===== src/rtl/reg_writeback_pkg.sv =====
// Shared writeback definitions: FSM encoding, load FIFO geometry and entry layout.
package reg_writeback_pkg;

  localparam int FIFO_DEPTH = 2;
  localparam int FIFO_CNT_W = 2;
  localparam int REG_AW     = 5;
  localparam int XLEN       = 32;

  localparam logic [FIFO_CNT_W-1:0] FIFO_FULL = FIFO_CNT_W'(FIFO_DEPTH);

  typedef enum logic [1:0] {
    ST_IDLE    = 2'd0,
    ST_QUEUED  = 2'd1,
    ST_STARVED = 2'd2
  } wb_state_e;

  typedef struct packed {
    logic              vld;
    logic [REG_AW-1:0] rd;
    logic [XLEN-1:0]   data;
  } wb_entry_t;

endpackage


===== src/rtl/reg_writeback_wb_fifo2.sv =====
// Two-entry in-order load queue; entries can be invalidated by destination register
// but still occupy their slot until dequeued.
module wb_fifo2
  import reg_writeback_pkg::*;
(
  input  logic                  clk,
  input  logic                  reset,
  input  logic                  push,
  input  logic [REG_AW-1:0]     push_rd,
  input  logic [XLEN-1:0]       push_data,
  input  logic                  pop,
  input  logic                  kill_en,
  input  logic [REG_AW-1:0]     kill_rd,
  output logic [FIFO_CNT_W-1:0] count,
  output logic                  head_vld,
  output logic [REG_AW-1:0]     head_rd,
  output logic [XLEN-1:0]       head_data,
  output logic [31:0]           vld_mask
);

  wb_entry_t             ent_q [FIFO_DEPTH];
  wb_entry_t             ent_d [FIFO_DEPTH];
  logic [FIFO_CNT_W-1:0] cnt_q;
  logic [FIFO_CNT_W-1:0] cnt_d;
  logic [FIFO_CNT_W-1:0] cnt_mid;

  always_comb begin
    ent_d   = ent_q;
    cnt_mid = cnt_q;
    for (int i = 0; i < FIFO_DEPTH; i++) begin
      if (kill_en && (ent_q[i].rd == kill_rd)) ent_d[i].vld = 1'b0;
    end
    // Pop shifts the (possibly killed) tail into the head slot.
    if (pop && (cnt_q != '0)) begin
      ent_d[0]     = ent_d[1];
      ent_d[1].vld = 1'b0;
      cnt_mid      = cnt_q - FIFO_CNT_W'(1);
    end
    cnt_d = cnt_mid;
    if (push && (cnt_mid < FIFO_FULL)) begin
      ent_d[cnt_mid[0]] = '{vld: 1'b1, rd: push_rd, data: push_data};
      cnt_d             = cnt_mid + FIFO_CNT_W'(1);
    end
  end

  always_ff @(posedge clk) begin
    if (reset) begin
      cnt_q <= '0;
      for (int i = 0; i < FIFO_DEPTH; i++) ent_q[i].vld <= 1'b0;
    end else begin
      cnt_q <= cnt_d;
      for (int i = 0; i < FIFO_DEPTH; i++) ent_q[i] <= ent_d[i];
    end
  end

  always_comb begin
    vld_mask = '0;
    for (int i = 0; i < FIFO_DEPTH; i++) begin
      if (ent_q[i].vld) vld_mask[ent_q[i].rd] = 1'b1;
    end
  end

  assign count     = cnt_q;
  assign head_vld  = ent_q[0].vld;
  assign head_rd   = ent_q[0].rd;
  assign head_data = ent_q[0].data;

endmodule


===== src/rtl/reg_writeback.sv =====
// Merges ALU results and load returns onto one register-file write port, queueing
// loads that lose arbitration and stalling the ALU when a queued load starves.
module reg_writeback
  import reg_writeback_pkg::*;
#(
  parameter int STARVE_LIMIT = 4
) (
  input  logic              clk,
  input  logic              reset,
  input  logic              alu_valid,
  input  logic [REG_AW-1:0] alu_rd,
  input  logic [XLEN-1:0]   alu_data,
  input  logic              mem_valid,
  input  logic [REG_AW-1:0] mem_rd,
  input  logic [XLEN-1:0]   mem_data,
  output logic              mem_ready,
  output logic              stall_req,
  output logic              reg_write,
  output logic [REG_AW-1:0] write_reg,
  output logic [XLEN-1:0]   write_data,
  output logic [31:0]       pending_mask
);

  localparam int               CNT_W   = $clog2(STARVE_LIMIT + 1);
  localparam logic [CNT_W-1:0] LIMIT_C = CNT_W'(STARVE_LIMIT);

  wb_state_e             state_q;
  wb_state_e             state_d;
  logic [CNT_W-1:0]      starve_q;
  logic [CNT_W-1:0]      starve_d;
  logic [FIFO_CNT_W-1:0] fifo_cnt;
  logic [FIFO_CNT_W-1:0] cnt_nxt;
  logic                  head_vld;
  logic [REG_AW-1:0]     head_rd;
  logic [XLEN-1:0]       head_data;
  logic                  accept;
  logic                  alu_kill;
  logic                  pop;
  logic                  bypass;
  logic                  push;
  logic                  wr_en_p0;
  logic [REG_AW-1:0]     wr_rd_p0;
  logic [XLEN-1:0]       wr_data_p0;

  assign mem_ready = (fifo_cnt < FIFO_FULL);
  assign accept    = mem_valid && mem_ready;
  assign alu_kill  = alu_valid && (alu_rd != '0);
  assign pop       = !alu_valid && (fifo_cnt != '0);
  assign bypass    = !alu_valid && (fifo_cnt == '0) && accept;
  // The load is older than a same-cycle ALU write to the same register, so it is dropped.
  assign push      = accept && !bypass && (mem_rd != '0) &&
                     !(alu_kill && (mem_rd == alu_rd));

  wb_fifo2 u_fifo (
    .clk       (clk),
    .reset     (reset),
    .push      (push),
    .push_rd   (mem_rd),
    .push_data (mem_data),
    .pop       (pop),
    .kill_en   (alu_kill),
    .kill_rd   (alu_rd),
    .count     (fifo_cnt),
    .head_vld  (head_vld),
    .head_rd   (head_rd),
    .head_data (head_data),
    .vld_mask  (pending_mask)
  );

  always_comb begin
    wr_en_p0   = 1'b0;
    wr_rd_p0   = '0;
    wr_data_p0 = '0;
    if (alu_valid) begin
      wr_en_p0   = (alu_rd != '0);
      wr_rd_p0   = alu_rd;
      wr_data_p0 = alu_data;
    end else if (fifo_cnt != '0) begin
      wr_en_p0   = head_vld && (head_rd != '0);
      wr_rd_p0   = head_rd;
      wr_data_p0 = head_data;
    end else if (bypass) begin
      wr_en_p0   = (mem_rd != '0);
      wr_rd_p0   = mem_rd;
      wr_data_p0 = mem_data;
    end
  end

  always_comb begin
    cnt_nxt  = fifo_cnt + FIFO_CNT_W'(push) - FIFO_CNT_W'(pop);
    starve_d = '0;
    if ((fifo_cnt != '0) && !pop) begin
      starve_d = (starve_q == LIMIT_C) ? starve_q : starve_q + CNT_W'(1);
    end
    if (cnt_nxt == '0)           state_d = ST_IDLE;
    else if (starve_d >= LIMIT_C) state_d = ST_STARVED;
    else                          state_d = ST_QUEUED;
  end

  // Stage p0 -> registered write port and control state
  always_ff @(posedge clk) begin
    if (reset) begin
      state_q    <= ST_IDLE;
      starve_q   <= '0;
      reg_write  <= 1'b0;
      write_reg  <= '0;
      write_data <= '0;
    end else begin
      state_q    <= state_d;
      starve_q   <= starve_d;
      reg_write  <= wr_en_p0;
      write_reg  <= wr_rd_p0;
      write_data <= wr_data_p0;
    end
  end

  assign stall_req = (state_q == ST_STARVED);

endmodule


===== config.mk =====
export PLATFORM = sky130hd
export DESIGN_NAME = reg_writeback
export DESIGN_NICKNAME = d
export VERILOG_FILES = /design/src/rtl/reg_writeback_pkg.sv /design/src/rtl/reg_writeback_wb_fifo2.sv /design/src/rtl/reg_writeback.sv
export SDC_FILE = /design/constraint.sdc
export NUM_CORES = 1
export LEC_CHECK = 0
export CORE_AREA = 2 2 124 126
export CTS_CLUSTER_SIZE = 40
export DETAILED_ROUTE_END_ITERATION = 8
export DIE_AREA = 0 0 126 128
export GPL_TIMING_DRIVEN = 0
export PLACE_DENSITY = 0.73
export SLEW_MARGIN = 10
export SYNTH_ARGS = -nofsm -noshare
export SYNTH_HDL_FRONTEND = slang
export SYNTH_SLANG_ARGS = --single-unit

===== constraint.sdc =====
create_clock -name clk -period 5.5 [get_ports clk]
set_clock_uncertainty 0.2 [all_clocks]
set_input_delay 1.1 -clock clk [delete_from_list [all_inputs] [get_ports clk]]
set_output_delay 1.1 -clock clk [all_outputs]
set_load 0.02 [all_outputs]

After elaboration in Yosys (flattened, before gate mapping)
Index checks and enable logic that the tools add are counted.

Add/sub/neg operators: 5. Multipliers: 0. Div/mod/pow operators: 0. $lt $le $gt $ge: 9. Equal/unequal tests: 5. Shifts and indexed selects: 0. Muxes and demuxes: 27. Bitwise gates (word level): 3. Reductions and logical operators: 30.

Operator list (number): 32-bit 2-to-1 mux (5); 76-bit bitwise mux (1); 76-bit 2-to-1 mux (1); 39-bit 2-to-1 mux (1); 38-bit demux with 1-bit select (1); 38-bit 2-to-1 mux (1); 32-bit bitwise OR (1); 1-bit logical AND (18); 5-bit == test (3); 5-bit 2-to-1 mux (3); 5-bit nonzero test (3); 5-bit by 6-bit less-than comparator with 1-bit output (second input constant) (2); 1-bit demux with 5-bit select (2); 5-bit by 1-bit greater-or-equal comparator with 1-bit output (second input constant) (2); 1-bit 2-to-1 mux (7); 2-bit 2-to-1 mux (3); 3-bit 2-to-1 mux (2); 1-bit logical NOT (4); 2-bit logical NOT (2); 2-bit less-than comparator (second input constant) (2); 3-bit by 1-bit adder with 3-bit output (second input constant) (1); 3-bit == test (second input constant) (1); 3-bit greater-or-equal comparator (second input constant) (1); 2-bit by 1-bit adder with 2-bit output (1); other kinds (11) (11).

Register bits: 121. Bits in latches: 0. RAM bits: 0. Memory bits (read-only): 0. Input port bits: 78. Output and inout port bits: 72. Logic and storage cells: 91. Memories: 0.

Depth between registers and ports, before layout
Depth after elaboration: 11. Gate-level depth with buffers: 13. Mapped depth without buffers: 11.

Hierarchy
From an unflattened synthesis, not the netlist that was laid out.

Cell total of the unflattened synthesis: 559. Area total of the unflattened synthesis: 6059.6 um^2.

By module, submodules not included: wb_fifo2 (instances 1, cells an instance 382, area each 4255.3 um^2); reg_writeback (instances 1, cells an instance 177, area each 1804.2 um^2).

Worst setup path before layout
OpenSTA, ideal clock, no wires.

Path kind: input-to-reg. From: input port alu_rd[1]. To: register (tool-made name). Library setup time: 0.431 ns. Arrival: 3.638 ns. Data required time: 4.869 ns. Slack: 1.231 ns. Cell stages on the path: 5. Path buffers: 0. Path through: or4_4 o21ai_4 o31a_2 nand2_1 nor2_1.

RTL lines: start, declared (RTL line reg_writeback.sv:11) `input logic [REG_AW-1:0] alu_rd,`.

Worst setup path in the final report
From: register, netlist name u_fifo.head_rd[1]. To: output port pending_mask[12].

Cells in the longest elaborated chain, start to end: 7. Elaborated cells on any way between the ends: 8. Classes of those cells: order compare (2); mux (4); bitwise (1); reduce/logical (1).

Ends and longest elaborated chain: 5-bit by 6-bit less-than comparator with 1-bit output (not written as such) or 5-bit by 1-bit greater-or-equal comparator with 1-bit output (tied branches) (RTL line reg_writeback_wb_fifo2.sv:59) `if (ent_q[i].vld) vld_mask[ent_q[i].rd] = 1'b1;`; 1-bit logical AND (not written as such) (RTL line reg_writeback_wb_fifo2.sv:59); 1-bit 2-to-1 mux (not written as such) (RTL line reg_writeback_wb_fifo2.sv:59); 1-bit demux with 5-bit select (*); 32-bit 2-to-1 mux (*) (RTL line reg_writeback_wb_fifo2.sv:59); 32-bit bitwise OR (no source line); 32-bit 2-to-1 mux (*) (RTL line reg_writeback_wb_fifo2.sv:59); end, declared (RTL line reg_writeback.sv:21) `output logic [31:0] pending_mask`.

Every way passes the cells marked *; elsewhere a longest branch is shown, timed or not.

==> results by group <==
Floorplan
  – Die X: about 130 um
  – Starting density of the core: between 30% and 40%
  – Io pins: 150
  – Core area: 14900 um2
  – Die Span Y: 128 um
  – Die ar.: 16100 um2
  – Row count: 45

Layout
  – Share of cells above drive strength 1: 7.46%
  – Fin area: 8110 um2
  – Nets: 780
  – Area of the multi-input gates: 2370 um2
  – Commonest non-fill, non-tap cells in the layout: 149 x clkdlybuf4s50_1, 83 x nor2_1, 74 x edfxtp_1, 47 x dfxtp_1, 41 x a21oi_1
  – Antenna cell count: 0
  – Post-layout util: 54.6%
  – Register area: about 3200 um2
  – Synth-to-Final Area Change: 40.6%
  – Most common cell after layout, fill and taps aside: clkdlybuf4s50_1
  – Fillers: approximately 1.3k
  – Layout Cells excl Fill: 898

Setup path
  – Delay of the slowest cell on the worst path: approximately 650 ps
  – Cell mode on critical path: clkbuf_1
  – CP cell instances: clkbuf_1 > or3b_2 > clkbuf_1 > o22ai_1 > clkdlybuf4s50_1
  – CP Class: register to output pin
  – Arrival @ worst endpoint: 2570 ps
  – Peak fanout along the critical path: 8
  – CP bufs+invs: 3
  – Delay-heaviest family, CP: buffers and inverters
  – Slowest CP cell: clkdlybuf4s50_1
  – Worst reg2reg path depth: 11
  – Worst setup SP type: register
  – CP endpoint kind: output pin
  – Worst path depth: 5
  – Worst path required time: 4200 ps

Global route
  – Congestion Overflow GR: 0
  – Initial antenna violation count: 0
  – Largest net degree at the start of global routing: 35
  – Vias in the first global route: 5010
  – First-pass GRT wire length: 25700 um
  – GRT Overall Usage: between 20% and 30%

Timing
  – Endpoints failing setup: 0
  – RSZ-0062 raised after global routing: false
  – Hold Vio Cnt, Final: 0
  – Slew Limit Fails: 0
  – Hold Slack: 358 ps
  – Worst-Margin Slew: 631 ps
  – FMAX: approximately 0.26 GHz
  – Setup TNS: 0 ps
  – Worst slew margin: 57.9%
  – Minimum clock period after layout: between 3000 and 4000 ps
  – Final period utilization: 70.4%

Power
  – VDD IR-drop max: 0.000243 V
  – Internal Power: 2.50 mW
  – Pwr per Cell Area: approximately 460 nW/um2
  – Switching share of power: 32.7%
  – Clock Power Share: 29.3%
  – Flop pwr share: roughly a third
  – LEAKAGE: 2.74 nW
  – Switching power: around 1.2 mW
  – Gate power share: 35.4%

Clocking
  – Clock root buffer: clkbuf_16
  – H-tree depth: 4
  – Clk sinks: 121
  – Clock latency on the worst-skew pair: between 400 and 500 ps
  – Clk buf depth: 2
  – TritonCTS Buffers: 17
  – Post-CTS sizing: 0
  – Clock-pin slew on the worst setup and hold paths: 60 ps
  – Total setup buffers inserted after CTS: 0
  – CTS tree: yes
  – CTS Hold Buffers Added: 0

Synthesis
  – Cell Area, Synth: 5770 um2
  – FF+latch count, synth: 121
  – Netlist cell types: 40
  – Post-Syn Instances: around 530
  – Yosys warnings: 0
  – Synthesized area per cell: 10.9 um2
  – Seq/Total Area, Yosys: 54.8%
  – Post-synthesis net count: 610

Job
  – Max Cap Viol: 0

Place
  – Detailed Place HPWL: 11700 um
  – Port Buf Inserts: 149
  – Area after DPL: approximately 7500 um2
  – Gpl congestion: 0.918
  – Inst Count DP: approximately 870

Route
  – Via count: 4973
  – DRT iter0 DRCs: 329
  – Via/cell ratio: 5.54
  – Detailed-route wire length per cell: ~18 um
  – DRC violations left: 0
  – Antenna-violating nets left: 0
  – Final wirelength: 16500 um
  – Pre-Repair DR Iteration Count: 5

Outcome
  – Status: completed

Min path
  – Min-delay worst type: register to register
  – Hold Crit Depth: 2
==> synthesized netlist by cell type <==
cell type	count	area, um2
nor2_1	84	315
edfxtp_1	74	2220
dfxtp_1	47	941
a21oi_1	41	205
mux2i_1	38	380
a221oi_1	37	324
nor3b_1	37	278
o22ai_1	32	200
clkbuf_1	23	86.3
nand3b_1	10	75.1
xor2_1	10	87.6
nand2_1	9	33.8
buf_1	8	30.0
xnor2_1	8	70.1
inv_1	6	22.5
nand3_1	6	30.0
buf_2	5	25.0
buf_6	5	56.3
ha_1	5	62.6
or3b_2	5	43.8
nor2b_1	4	25.0
o21ai_0	4	20.0
buf_4	3	22.5
nor3_1	3	15.0
o311ai_0	3	26.3
or4_1	3	22.5
a31oi_1	2	12.5
nand2b_1	2	12.5
or3_1	2	12.5
a211oi_1	1	7.51
inv_2	1	3.75
mux2_2	1	11.3
o211a_1	1	10.0
o21ai_4	1	16.3
o311ai_2	1	16.3
o31a_2	1	10.0
o31ai_1	1	7.51
or2_1	1	6.26
or4_4	1	11.3
or4bb_1	1	11.3
==> routing by layer <==
metal  global-route usage, %  vias up  share of wire, %
met2                    35.7      213                50
met1                    24.3     2404                42
li1                        -     2336                 -
met5                       0        -                 0
met3                    5.09       20               6.8
met4                    6.85        0               1.5
==> power groups by stage <==
stage               clock, mW  sequential (mW)  combinational [mW]
floorplan                   0             1.36               0.819
global placement            0             1.32                1.27
detailed placement          0             1.32                1.31
CTS                      1.11             1.31                1.32
global route             1.15             1.33                1.43
finish                   1.09             1.31                1.32
==> cell families after synthesis <==
family	Yosys count	synth area share, %
AOI/OAI and AO/OA	125	14.8
xor gates and xnor gates	18	2.73
adders and majority gates	5	1.08
buffers and inverters	51	4.27
DFF	121	54.8
muxes	39	6.79
and+or+nand+nor	168	15.5
==> worst register-to-register path, cell delays in order (launching register included) <==
cell     delay (ps)
dfxtp_1         440
inv_1           140
ha_1            270
or2_1           210
buf_4           170
inv_2            90
buf_4           220
nand2_1         100
o21ai_0         160
nand2_1         170
nor2_4          460
buf_12          260
==> path summary, 6_finish.rpt <==
kind / from / end / slack [ps]
setup / recovery: u_fifo.head_rd[1]$_DFFE_PN_ / pending_mask[12] / 1630
hold / removal: u_fifo.ent_q[37]$_SDFF_PP0_ / u_fifo.head_vld$_SDFF_PP0_ / 360
setup reg to reg: u_fifo.count[0]$_SDFF_PP0_ / register / 2290
hold reg to reg: u_fifo.ent_q[37]$_SDFF_PP0_ / u_fifo.head_vld$_SDFF_PP0_ / 360
==> layout make-up <==
cell class / instances / area share [%]
multi-input cells: 355 / 29.2
inverters: 7 / 0.324
repair buffers: 151 / 18.9
well taps: 188 / 2.90
clock inverters: 11 / 1.59
clock buffers: 21 / 5.43
plain buffers: 44 / 2.71
flip-flops and latches: 121 / 39.0
==> through the flow <==
stage | total power [mW] | setup slack (ps)
after detailed placement | 2.64 | 1370
final | 3.71 | 1630
after floorplan | 2.18 | 1230
after global routing | 3.91 | 1540
after CTS | 3.73 | 1660
after global placement | 2.58 | -484
Note: power is estimated with default switching activity, not from simulation.
==> RTL change: new RTL, same settings <==
Change the package constant `FIFO_CNT_W` from 2 to 3.
--- a/src/rtl/reg_writeback_pkg.sv
+++ b/src/rtl/reg_writeback_pkg.sv
@@ -3,5 +3,5 @@
 
   localparam int FIFO_DEPTH = 2;
-  localparam int FIFO_CNT_W = 2;
+  localparam int FIFO_CNT_W = 3;
   localparam int REG_AW     = 5;
   localparam int XLEN       = 32;
Formal check against the unedited RTL: no difference found for any inputs over 4 cycles, from zero or initial values and one cycle with reset high; that may be too few to reach the edited logic, so the function may still have changed.
==> RTL change against the unedited design <==
  * Total power is 4.7% higher
  * Area after synthesis about the same
  * Register-to-register slack got worse by 770 ps
  * Routed wire length decreased by 0.69%
  * Worst setup slack got worse by 220 ps
  * Fmax down 5.3%
  * Synthesized cell count increased by 2.5%
  * Sequential cell count is 1 higher
  * Final area is 0.94% higher
==> RTL change: results <==
[clock_tree]
numCtsBuffers = 17
htree_levels = 4
cts.clk_slew.worst_paths_ps = 50
clk_latency_ps = 420
cts_resized = 0

[logic_synthesis]
yosys-top-cells-area = "edfxtp_1 (38%), dfxtp_1 (17%), nand2_1 (8.2%)"
syn_nets = 627
synth_edf_count = 74
synth_warnings = 0
synth_seq_cells = 122
synthTopCellsByCount = "nand2_1 (126), edfxtp_1 (74), dfxtp_1 (48), nor2_1 (45), a222oi_1 (37)"
synth.distinct_cells = 47
ys_seq_area_share_pct = 55.14

[pwr]
vdd.ir_drop.worst_uv = 239.2
total_leakage_power_uw = 0.002997

[critical_path]
timing.rr.start = "u_fifo.count[0]"
reg2reg_depth = 14
ff2ff_setup_slack_ps = 1520
crit_arrival_ps = 4200
r2r_end = "state_q[0]"
crit_fanout = 10

[routing]
drt_iter0_drc = 485
firstDrtPassIters = 8
wl_per_cell_um = 17.99
routed_via_density = 5.492

[hold_path]
hold_path_end = "write_data[19]"
hold_depth = 2
min_from = "u_fifo.head_data[19]"

[cells_and_area]
buf_share_pct = 20.75
multiInputGateArea_um2 = 2390
seqCellArea_um2 = 3183
multi_input_cells = 366
num-nonclk-inverters = 12
clock_area_share_pct = 7.777
n_fill_cell = 1287
area_growth_pct = 41.85
nNetsFinal = 797
buffers = 191
drive_gt1_share_pct = 12.72
num-clock-buffers = 18

[global_route]
grt_max_degree = 25
grt_pass1_wl_um = 25900
grt_util_all_layers_pct = 20.67
grt_pass1_vias = 4964

[timing]
drv_slew = 0
worst_pin_slew_ps = 641.8
timing.hold.ws_ps = 347.3

[run_status]
run_status = "finished clean"

[place]
gp_congestion = 0.8978
placed_area_um2 = 7552
port_buffers = 147
place_hpwl_um = 11780
[RTL change: cell count changes after synthesis, moves of 29 or more]
cell      before  now
nand2_1        9  126
nor2_1        84   45
a21oi_1       41    3
mux2i_1       38    0
a221oi_1      37    0
a222oi_1       0   37
nor3b_1       37    2
mux2_2         1   30
[RTL change: critical path: stages]
cell and delay [ps]:
buf_2 170, inv_1 100, nand2_1 180, clkinv_1 170
clkbuf_1 460, buf_1 540, ha_1 340, inv_1 50
ha_1 150, fa_1 400, nor3_1 280, nor2_1 70
and2_1 170
[RTL change: worst max path at each step]
stage / endpoint / depth (start not counted) / startpoint
6_report: state_q[0] / 13 / alu_valid
5_1_grt: state_q[0] / 13 / alu_valid
4_1_cts: state_q[0] / 13 / alu_valid
3_5_place_dp: state_q[0] / 13 / alu_valid
3_3_place_gp: flop / 5 / alu_rd[0]
2_1_floorplan: flop / 4 / alu_rd[0]
[RTL change: cells by family after synthesis]
group                      synth area share [%]
buffers and inverters                     3.728
AOI/OAI and AO/OA                         11.99
xor gates and xnor gates                  2.731
and+or+nand+nor                           16.41
adders and majority gates                 2.081
muxes                                     7.932
DFF                                       55.14
[RTL change: power breakdown]
part           leakage, uW  total, uW  internal (uW)  switching (uW)
Combinational      0.00161       1350            624             724
Sequential         0.00110       1360           1250             103
Clock             0.000294       1180            770             413
Total              0.00300       3890           2650            1240
[RTL change: per-layer routing]
metal	wire (um)	up-vias	GRT usage [%]
li1	-	2357	-
met2	7940	247	34.19
met3	1410	12	7.554
met1	6871	2387	25.12
met4	169	0	6.917
met5	0	-	0
[RTL change: metrics by stage]
stage / setup WS [ps] / cells / TNS (ps)
floorplan: 726.0 / 540 / 0
global placement: -1300 / 875 / -48010
detailed placement: 1031 / 879 / 0
CTS: 1452 / 911 / 0
global route: 1228 / 911 / 0
finish: 1410 / 911 / 0
